**src/rtl/sha_job_sequencer_pkg.sv**
```systemverilog
// Shared definitions for the SHA job sequencer and the accelerator register file:
// register offsets, control/status bit positions, core bases and FSM states.
package sha_job_sequencer_pkg;

   localparam logic [9:0] CORE0_BASE       = 10'h000;
   localparam logic [9:0] CORE1_BASE_DEF   = 10'h200;

   localparam logic [9:0] OFF_CONTROL      = 10'h000;
   localparam logic [9:0] OFF_MSG          = 10'h004;
   localparam logic [9:0] OFF_STATE_IN     = 10'h044;
   localparam logic [9:0] OFF_STATE_OUT    = 10'h064;
   localparam logic [9:0] OFF_STATUS       = 10'h084;

   localparam int GO_BIT   = 0;
   localparam int DONE_BIT = 31;
   localparam int OVF_BIT  = 0;

   typedef enum logic [2:0] {
      ST_IDLE,
      ST_WR_MSG,
      ST_WR_STATE,
      ST_WR_GO,
      ST_POLL,
      ST_RD_OUT,
      ST_RD_STAT,
      ST_FINISH
   } seq_state_e;

   typedef enum logic [2:0] {
      REG_CONTROL,
      REG_MSG,
      REG_STATE_IN,
      REG_STATE_OUT,
      REG_STATUS
   } reg_region_e;

   function automatic logic [9:0] region_offset(input reg_region_e region);
      logic [9:0] off;
      case (region)
         REG_CONTROL:   off = OFF_CONTROL;
         REG_MSG:       off = OFF_MSG;
         REG_STATE_IN:  off = OFF_STATE_IN;
         REG_STATE_OUT: off = OFF_STATE_OUT;
         REG_STATUS:    off = OFF_STATUS;
         default:       off = OFF_CONTROL;
      endcase
      return off;
   endfunction

endpackage

```
**src/rtl/sha_job_sequencer_if.sv**
```systemverilog
// Register-file bus between the job sequencer (master) and the accelerator
// register file (slave). Read data is combinational in the strobe cycle.
interface sha_job_sequencer_if;

   logic [9:0]  wb_addr_o;
   logic [31:0] wb_dat_o;
   logic [31:0] wb_dat_i;
   logic        wb_we_o;
   logic        wb_re_o;

   modport master (
      output wb_addr_o,
      output wb_dat_o,
      output wb_we_o,
      output wb_re_o,
      input  wb_dat_i
   );

   modport slave (
      input  wb_addr_o,
      input  wb_dat_o,
      input  wb_we_o,
      input  wb_re_o,
      output wb_dat_i
   );

endinterface

```
**src/rtl/sha_bus_addr_gen.sv**
```systemverilog
// Register-file byte address = core base + region offset + 4 * word index.
module sha_bus_addr_gen
   import sha_job_sequencer_pkg::*;
(
   input  logic [9:0]  core_base,
   input  reg_region_e region,
   input  logic [3:0]  word_idx,
   output logic [9:0]  addr
);

   // Pure address arithmetic; the caller forces the index to 0 for single registers.
   always_comb begin
      addr = core_base + region_offset(region) + {4'b0000, word_idx, 2'b00};
   end

endmodule

```
**src/rtl/sha_job_sequencer.sv**
```systemverilog
// Sequences one SHA-256 block job on an accelerator core: loads message and chaining
// state, starts the core, polls DONE with a bounded budget and reads back the digest.
module sha_job_sequencer
   import sha_job_sequencer_pkg::*;
#(
   parameter int         POLL_LIMIT = 1024,
   parameter logic [9:0] CORE1_BASE = CORE1_BASE_DEF
) (
   input  logic               clk,
   input  logic               wb_rst_i,
   input  logic               start,
   input  logic               core_sel,
   input  logic [31:0]        msg_in [0:15],
   input  logic [31:0]        hash_in [0:7],
   output logic               busy,
   output logic               result_valid,
   output logic [31:0]        digest [0:7],
   output logic               overflow_o,
   output logic               timeout_o,
   sha_job_sequencer_if.master bus
);

   localparam int             PW       = $clog2(POLL_LIMIT + 1);
   localparam logic [PW-1:0]  POLL_MAX = PW'(POLL_LIMIT);

   seq_state_e    state_r, state_next;
   logic [3:0]    word_r, word_next;
   logic [PW-1:0] poll_r, poll_next, poll_inc_s;
   logic [31:0]   msg_r [0:15];
   logic [31:0]   hash_r [0:7];
   logic          core_sel_r;

   logic          capture_s, digest_we_s, ovf_we_s, timeout_set_s;
   reg_region_e   region_s;
   logic [3:0]    idx_s;
   logic          we_next_s, re_next_s, core_next_s;
   logic [31:0]   dat_next_s;
   logic [9:0]    core_base_s, addr_gen_s, addr_next_s;

   // Next-state, counters and capture/update enables.
   always_comb begin
      state_next    = state_r;
      word_next     = word_r;
      poll_next     = poll_r;
      capture_s     = 1'b0;
      digest_we_s   = 1'b0;
      ovf_we_s      = 1'b0;
      timeout_set_s = 1'b0;
      poll_inc_s    = (poll_r < POLL_MAX) ? poll_r + PW'(1) : poll_r;
      case (state_r)
         ST_IDLE: begin
            if (start) begin
               state_next = ST_WR_MSG;
               word_next  = 4'd0;
               poll_next  = '0;
               capture_s  = 1'b1;
            end else begin
               state_next = ST_IDLE;
            end
         end
         ST_WR_MSG: begin
            if (word_r == 4'd15) begin
               state_next = ST_WR_STATE;
               word_next  = 4'd0;
            end else begin
               word_next  = word_r + 4'd1;
            end
         end
         ST_WR_STATE: begin
            if (word_r == 4'd7) begin
               state_next = ST_WR_GO;
               word_next  = 4'd0;
            end else begin
               word_next  = word_r + 4'd1;
            end
         end
         ST_WR_GO: begin
            state_next = ST_POLL;
            poll_next  = '0;
         end
         ST_POLL: begin
            poll_next = poll_inc_s;
            if (bus.wb_dat_i[DONE_BIT]) begin
               state_next = ST_RD_OUT;
               word_next  = 4'd0;
            end else if (poll_inc_s == POLL_MAX) begin
               state_next    = ST_FINISH;
               timeout_set_s = 1'b1;
            end else begin
               state_next = ST_POLL;
            end
         end
         ST_RD_OUT: begin
            digest_we_s = 1'b1;
            if (word_r == 4'd7) begin
               state_next = ST_RD_STAT;
               word_next  = 4'd0;
            end else begin
               word_next  = word_r + 4'd1;
            end
         end
         ST_RD_STAT: begin
            ovf_we_s   = 1'b1;
            state_next = ST_FINISH;
         end
         ST_FINISH: begin
            state_next = ST_IDLE;
         end
         default: begin
            state_next = ST_IDLE;
         end
      endcase
   end

   // Bus cycle for the coming state; registered so the strobes are glitch-free.
   // An accepted start uses the live inputs because they are captured on the same edge.
   always_comb begin
      region_s    = REG_CONTROL;
      idx_s       = 4'd0;
      we_next_s   = 1'b0;
      re_next_s   = 1'b0;
      dat_next_s  = 32'h0000_0000;
      core_next_s = capture_s ? core_sel : core_sel_r;
      case (state_next)
         ST_WR_MSG: begin
            region_s   = REG_MSG;
            idx_s      = word_next;
            we_next_s  = 1'b1;
            dat_next_s = capture_s ? msg_in[0] : msg_r[word_next];
         end
         ST_WR_STATE: begin
            region_s   = REG_STATE_IN;
            idx_s      = word_next;
            we_next_s  = 1'b1;
            dat_next_s = hash_r[word_next[2:0]];
         end
         ST_WR_GO: begin
            we_next_s  = 1'b1;
            dat_next_s = 32'h0000_0001 << GO_BIT;
         end
         ST_POLL: begin
            re_next_s = 1'b1;
         end
         ST_RD_OUT: begin
            region_s  = REG_STATE_OUT;
            idx_s     = word_next;
            re_next_s = 1'b1;
         end
         ST_RD_STAT: begin
            region_s  = REG_STATUS;
            re_next_s = 1'b1;
         end
         ST_FINISH: begin
            // A timed-out job clears GO so the core is left idle.
            if (timeout_set_s) begin
               we_next_s = 1'b1;
            end else begin
               we_next_s = 1'b0;
            end
         end
         default: begin
            we_next_s = 1'b0;
         end
      endcase
      core_base_s = core_next_s ? CORE1_BASE : CORE0_BASE;
      addr_next_s = (we_next_s || re_next_s) ? addr_gen_s : 10'h000;
   end

   sha_bus_addr_gen u_addr_gen (
      .core_base (core_base_s),
      .region    (region_s),
      .word_idx  (idx_s),
      .addr      (addr_gen_s)
   );

   // State, captured job, result registers and registered bus outputs.
   always_ff @(posedge clk or posedge wb_rst_i) begin
      if (wb_rst_i) begin
         state_r       <= ST_IDLE;
         word_r        <= 4'd0;
         poll_r        <= '0;
         core_sel_r    <= 1'b0;
         busy          <= 1'b0;
         result_valid  <= 1'b0;
         overflow_o    <= 1'b0;
         timeout_o     <= 1'b0;
         bus.wb_addr_o <= 10'h000;
         bus.wb_dat_o  <= 32'h0000_0000;
         bus.wb_we_o   <= 1'b0;
         bus.wb_re_o   <= 1'b0;
         for (int i = 0; i < 16; i++) msg_r[i] <= 32'h0000_0000;
         for (int i = 0; i < 8; i++) begin
            hash_r[i] <= 32'h0000_0000;
            digest[i] <= 32'h0000_0000;
         end
      end else begin
         state_r       <= state_next;
         word_r        <= word_next;
         poll_r        <= poll_next;
         busy          <= (state_next != ST_IDLE);
         result_valid  <= (state_next == ST_FINISH);
         bus.wb_addr_o <= addr_next_s;
         bus.wb_dat_o  <= dat_next_s;
         bus.wb_we_o   <= we_next_s;
         bus.wb_re_o   <= re_next_s;
         if (capture_s) begin
            msg_r      <= msg_in;
            hash_r     <= hash_in;
            core_sel_r <= core_sel;
            overflow_o <= 1'b0;
            timeout_o  <= 1'b0;
         end else begin
            if (ovf_we_s) overflow_o <= bus.wb_dat_i[OVF_BIT];
            if (timeout_set_s) timeout_o <= 1'b1;
         end
         if (digest_we_s) digest[word_r[2:0]] <= bus.wb_dat_i;
      end
   end

endmodule

```
**src/flat_wrapper.sv**
```systemverilog
// flat-port wrapper written by rule: the top's interface ports become plain ports
module sha_job_sequencer_flat import sha_job_sequencer_pkg::*;
#(
   parameter int         POLL_LIMIT = 1024,
   parameter logic [9:0] CORE1_BASE = CORE1_BASE_DEF
)
  (clk, wb_rst_i, start, core_sel, msg_in, hash_in, busy, result_valid, digest, overflow_o, timeout_o, bus_wb_addr_o, bus_wb_dat_o, bus_wb_we_o, bus_wb_re_o, bus_wb_dat_i);
  sha_job_sequencer_if bus_i ();
  input  logic clk;
  input  logic wb_rst_i;
  input  logic start;
  input  logic core_sel;
  input  logic [31:0] msg_in[0:15];
  input  logic [31:0] hash_in[0:7];
  output logic busy;
  output logic result_valid;
  output logic [31:0] digest[0:7];
  output logic overflow_o;
  output logic timeout_o;
  output wire logic [$bits(bus_i.wb_addr_o)-1:0] bus_wb_addr_o;
  output wire logic [$bits(bus_i.wb_dat_o)-1:0] bus_wb_dat_o;
  output wire logic [$bits(bus_i.wb_we_o)-1:0] bus_wb_we_o;
  output wire logic [$bits(bus_i.wb_re_o)-1:0] bus_wb_re_o;
  input wire logic [$bits(bus_i.wb_dat_i)-1:0] bus_wb_dat_i;
  assign bus_wb_addr_o = bus_i.wb_addr_o;
  assign bus_wb_dat_o = bus_i.wb_dat_o;
  assign bus_wb_we_o = bus_i.wb_we_o;
  assign bus_wb_re_o = bus_i.wb_re_o;
  assign bus_i.wb_dat_i = bus_wb_dat_i;
  sha_job_sequencer #(.POLL_LIMIT(POLL_LIMIT), .CORE1_BASE(CORE1_BASE)) u_core (.clk(clk), .wb_rst_i(wb_rst_i), .start(start), .core_sel(core_sel), .msg_in(msg_in), .hash_in(hash_in), .busy(busy), .result_valid(result_valid), .digest(digest), .overflow_o(overflow_o), .timeout_o(timeout_o), .bus(bus_i));
endmodule
```
**config.mk**
```make
export PLATFORM = sky130hd
export DESIGN_NAME = sha_job_sequencer_flat
export DESIGN_NICKNAME = d
export VERILOG_FILES = /design/src/rtl/sha_job_sequencer_pkg.sv /design/src/rtl/sha_job_sequencer_if.sv /design/src/rtl/sha_bus_addr_gen.sv /design/src/rtl/sha_job_sequencer.sv /design/src/flat_wrapper.sv
export SDC_FILE = /design/constraint.sdc
export NUM_CORES = 2
export LEC_CHECK = 0
export CAP_MARGIN = 30
export CORE_AREA = 2 2 429 431
export DETAILED_ROUTE_END_ITERATION = 10
export DIE_AREA = 0 0 431 433
export MAX_ROUTING_LAYER = met4
export PLACE_DENSITY_LB_ADDON = 0.12
export SLEW_MARGIN = 15
export SYNTH_ARGS = -nofsm -noshare
export SYNTH_HDL_FRONTEND = slang
export SYNTH_SLANG_ARGS = --single-unit
```
**constraint.sdc**
```tcl
create_clock -name clk -period 92.9 [get_ports clk]
set_clock_uncertainty 0.15 [all_clocks]
set_input_delay 9.29 -clock clk [delete_from_list [all_inputs] [get_ports clk]]
set_output_delay 9.29 -clock clk [all_outputs]
set_load 0.05 [all_outputs]
```
==> metrics.md <==
| Metric | Value |
|---|---|
| Status | `finished, final reports clean` |
| Io pins | `1,108` |
| CP most frequent cell | `buf_4` |
| Worst path slowest cell | `clkinv_8` |
| Placer congestion estimate | `0.901` |
| Number of remaining DRC errors | `0` |
| Max layer used | `met4` |
| Die Ht | `433 um` |
| WL met3 | `12.7 mm` |
| Max_cap viols | `0` |
| Nets | `7,268` |
| Die X-Extent | `431 um` |
| Syn_area_per_cell | `8.75 um^2` |
| Initial antenna violation count | `85` |
| CTS tree | `done` |
| 1st-iter DRT viols | `3,974` |
| Yosys reg bits | `1,089` |
| Top_reg_cell synth | `dfrtp_1` |
| Ys Warns | `0` |
| Via/cell ratio | `4.80` |
| Via count | `43,147` |
| Starting Density | `26.3%` |
| Syn Inst Count | `5,473` |
| Hpwl dp | `183 mm` |
| Worst-margin pin slew | `1.09 ns` |
| Critical path peak fanout | `137` |
| Antenna-violating nets left | `0` |
| RSZ-0062 raised after global routing | `false` |
| Final instance area | `66,200 um^2` |
| Final TNS setup | `0 ns` |
| WL met2 | `117 mm` |
| Post-Route WL | `244 mm` |
| Avg WL per Cell | `27.2 um` |
| Max frequency | `0.0712 GHz` |
| Area Growth Syn to Fin | `38.2%` |
| Netlist Area Pre-Place | `47,900 um^2` |
| Cell variety after synth | `68` |
| Vias in the first global route | `42,787` |
| Worst Path Required | `93.38 ns` |
| DP Area | `61,400 um^2` |
| Pre-CTS setup slack | `77.92 ns` |
| Non-Filler Instances | `8,991` |
| Post-layout minimum cycle time | `14.05 ns` |
| First-pass GRT wire length | `336 mm` |
| Seq/Total Area, Yosys | `56.9%` |
| M1 WL | `102 mm` |
| Critical path class | `input pin to flop` |
| Delay-heaviest family, CP | `buffers and inverters` |
| Port Buffer Count | `1,105` |
| Final WS setup | `78.85 ns` |
| P per Cell Area | `41.7 nW/um^2` |
| Gr usage total | `26.3%` |
| Grt ovf | `0` |
| Final hold vios | `0` |
| Worst Hold Class | `flop to flop` |
| Router iterations before antenna repair | `6` |
| Worst-path clk slew | `0.06 ns` |
| Pins over their slew limit | `0` |
| Worst setup SP type | `input pin` |
| Die area | `187,000 um^2` |
| Worst path bufs/invs | `6` |
| Core area | `182,000 um^2` |
| Final setup viols | `0` |
| Crit share post-route | `15.1%` |
| Largest stage delay on the critical path | `0.80 ns` |
| Post-CTS Setup Bufs | `0` |
| Largest net degree at the start of global routing | `193` |
| CTS Hold Buffers Added | `0` |
| Slew headroom | `27.1%` |
| Max VDD drop | `33.2 uV` |
| Row cnt | `157` |
| LEAKAGE | `31.0 nW` |
| Worst setup EP type | `flop` |
| Clk sinks | `1,089` |
| Crit path DAT | `14.53 ns` |
| Inst Count DP | `8,695` |
| CTS Buf Count | `137` |
| Layout cell share with drive strength beyond 1 | `9.10%` |
| Worst-Skew Late Latency | `0.81 ns` |
| Cell-by-cell trace of the critical path | `clkdlybuf4s50_1, buf_4, or3b_2, nand3_2, a22oi_4, buf_4, clkinv_8, buf_4, buf_4, nand2_1, and3_1, a311oi_1, a31oi_1, o32ai_1` |
| CTS root buffer | `clkbuf_16` |
| Ys async rst share | `100%` |
| Deepest clock path buffer count | `3` |
| Resized cells post-CTS | `0` |
| EDFF count, synth | `0` |
| H-tree lvl count | `4` |
path summary, 6_finish.rpt:
kind	slack, ns	cells past startpoint	end	startpoint
min in group asynchronous	8.88	2	u_core.hash_r[50]	wb_rst_i
max reg2reg	87.17	12	u_core.bus.wb_dat_o[17]	u_core.word_r[0]
max	78.85	14	u_core.bus.wb_dat_o[17]	bus_wb_dat_i[31]
min	0.32	2	u_core.msg_r[128]	u_core.msg_r[128]
max in group asynchronous	81.29	5	u_core.msg_r[354]	wb_rst_i
min reg2reg	0.32	2	u_core.msg_r[128]	u_core.msg_r[128]
through the flow:
| stage | util, % | total power [mW] | hold WS [ns] |
|---|---|---|---|
| 5_1_grt | 36.3 | 2.91 | 0.338 |
| 3_5_place_dp | 33.7 | 2.22 | 0.306 |
| 3_3_place_gp | 33.6 | 2.21 | 0.303 |
| 6_report | 36.3 | 2.76 | 0.317 |
| 4_1_cts | 36.3 | 2.79 | 0.321 |
| 2_1_floorplan | - | 1.62 | 0.287 |
cell families after synthesis:
kind of cell	Yosys count	synth area share [%]
simple gates	3337	27.4
flops	1089	56.9
buf+inv	365	3.35
compound gates	352	4.72
mux	307	7.11
xor+xnor	12	0.219
fa+ha+maj	10	0.261
other cells	1	0.00783
placed cells by master, fill, tap and decap left out, types with 10 or more instances in the layout:
cell,synthesis,layout
nand2_1,2995,2991
clkdlybuf4s50_1,0,1105
dfrtp_1,1089,1089
mux2_2,257,257
nand3_1,170,168
clkbuf_16,0,140
a21oi_1,127,127
buf_4,14,66
and3_1,49,49
mux2i_1,49,49
diode_2,0,47
o21ai_0,47,47
a31oi_1,46,45
clkbuf_1,200,34
a311oi_1,31,31
nor2_1,33,29
o32ai_1,29,29
clkbuf_8,0,27
o2111ai_1,25,25
nor4_1,30,21
clkinv_2,0,18
o22ai_1,16,16
ha_1,10,10
layer usage:
metal	vias to the layer above	GRT usage (%)
met5	-	-
met4	0	13.2
met3	401	4.72
met2	1556	41.5
met1	21555	32.4
li1	19635	-
tightest hold or removal path: stages (launching register included):
cell     delay [ns]
dfrtp_1        0.33
nand2_1        0.05
nand2_1        0.05
synthesized netlist by cell type (3+ instances only):
master,number,share of area (%)
nand2b_1,3,0.039
xor2_1,4,0.073
nand4_1,5,0.065
nor3b_1,7,0.11
a2111oi_0,5,0.091
inv_2,3,0.024
nor2_1,33,0.26
o21ai_1,6,0.063
buf_2,120,1.3
nor4_1,30,0.39
o2111ai_1,25,0.46
and3_1,49,0.64
a31oi_1,46,0.60
o31ai_1,5,0.078
ha_1,10,0.26
o22ai_1,16,0.21
buf_4,14,0.22
buf_1,14,0.11
a311oi_1,31,0.57
o32ai_1,29,0.53
or3_1,4,0.052
nand2_1,2995,23
and2_1,4,0.052
nor2b_1,7,0.091
nand3b_1,3,0.047
nand3_1,170,1.8
dfrtp_1,1089,57
a21oi_1,127,1.3
nor3_1,8,0.084
mux2i_1,49,1.0
clkbuf_1,200,1.6
mux2_2,257,6.0
buf_6,4,0.094
o21ai_0,47,0.49
inv_1,9,0.071
xnor2_1,8,0.15
state kept, by name (all words and copies together), names as in the netlist, 3 cells and up:
name,flops
u_core.word_r,4
u_core.bus.wb_dat_o,32
u_core.bus.wb_addr_o,8
u_core.hash_r,256
u_core.msg_r,512
u_core.state_r,3
u_core.digest,256
u_core.poll_r,11
final cells by class:
type	count	area [um^2]
well taps	2385	2980
flip-flops and latches	1089	27300
fillers	18862	116000
clock inverters	43	583
clock buffers	201	4000
multi-input cells	4021	19200
diodes	47	118
repair buffers	1192	12000
inverters	13	78.8
power breakdown:
group | total [mW] | switching [mW] | internal (mW) | leakage (nW)
clock network | 0.552 | 0.227 | 0.326 | 2.26
registers | 0.882 | 0.174 | 0.708 | 14.1
logic | 1.33 | 0.914 | 0.413 | 14.7
total | 2.76 | 1.31 | 1.45 | 31.0
Note: power is estimated with default switching activity, not from simulation.
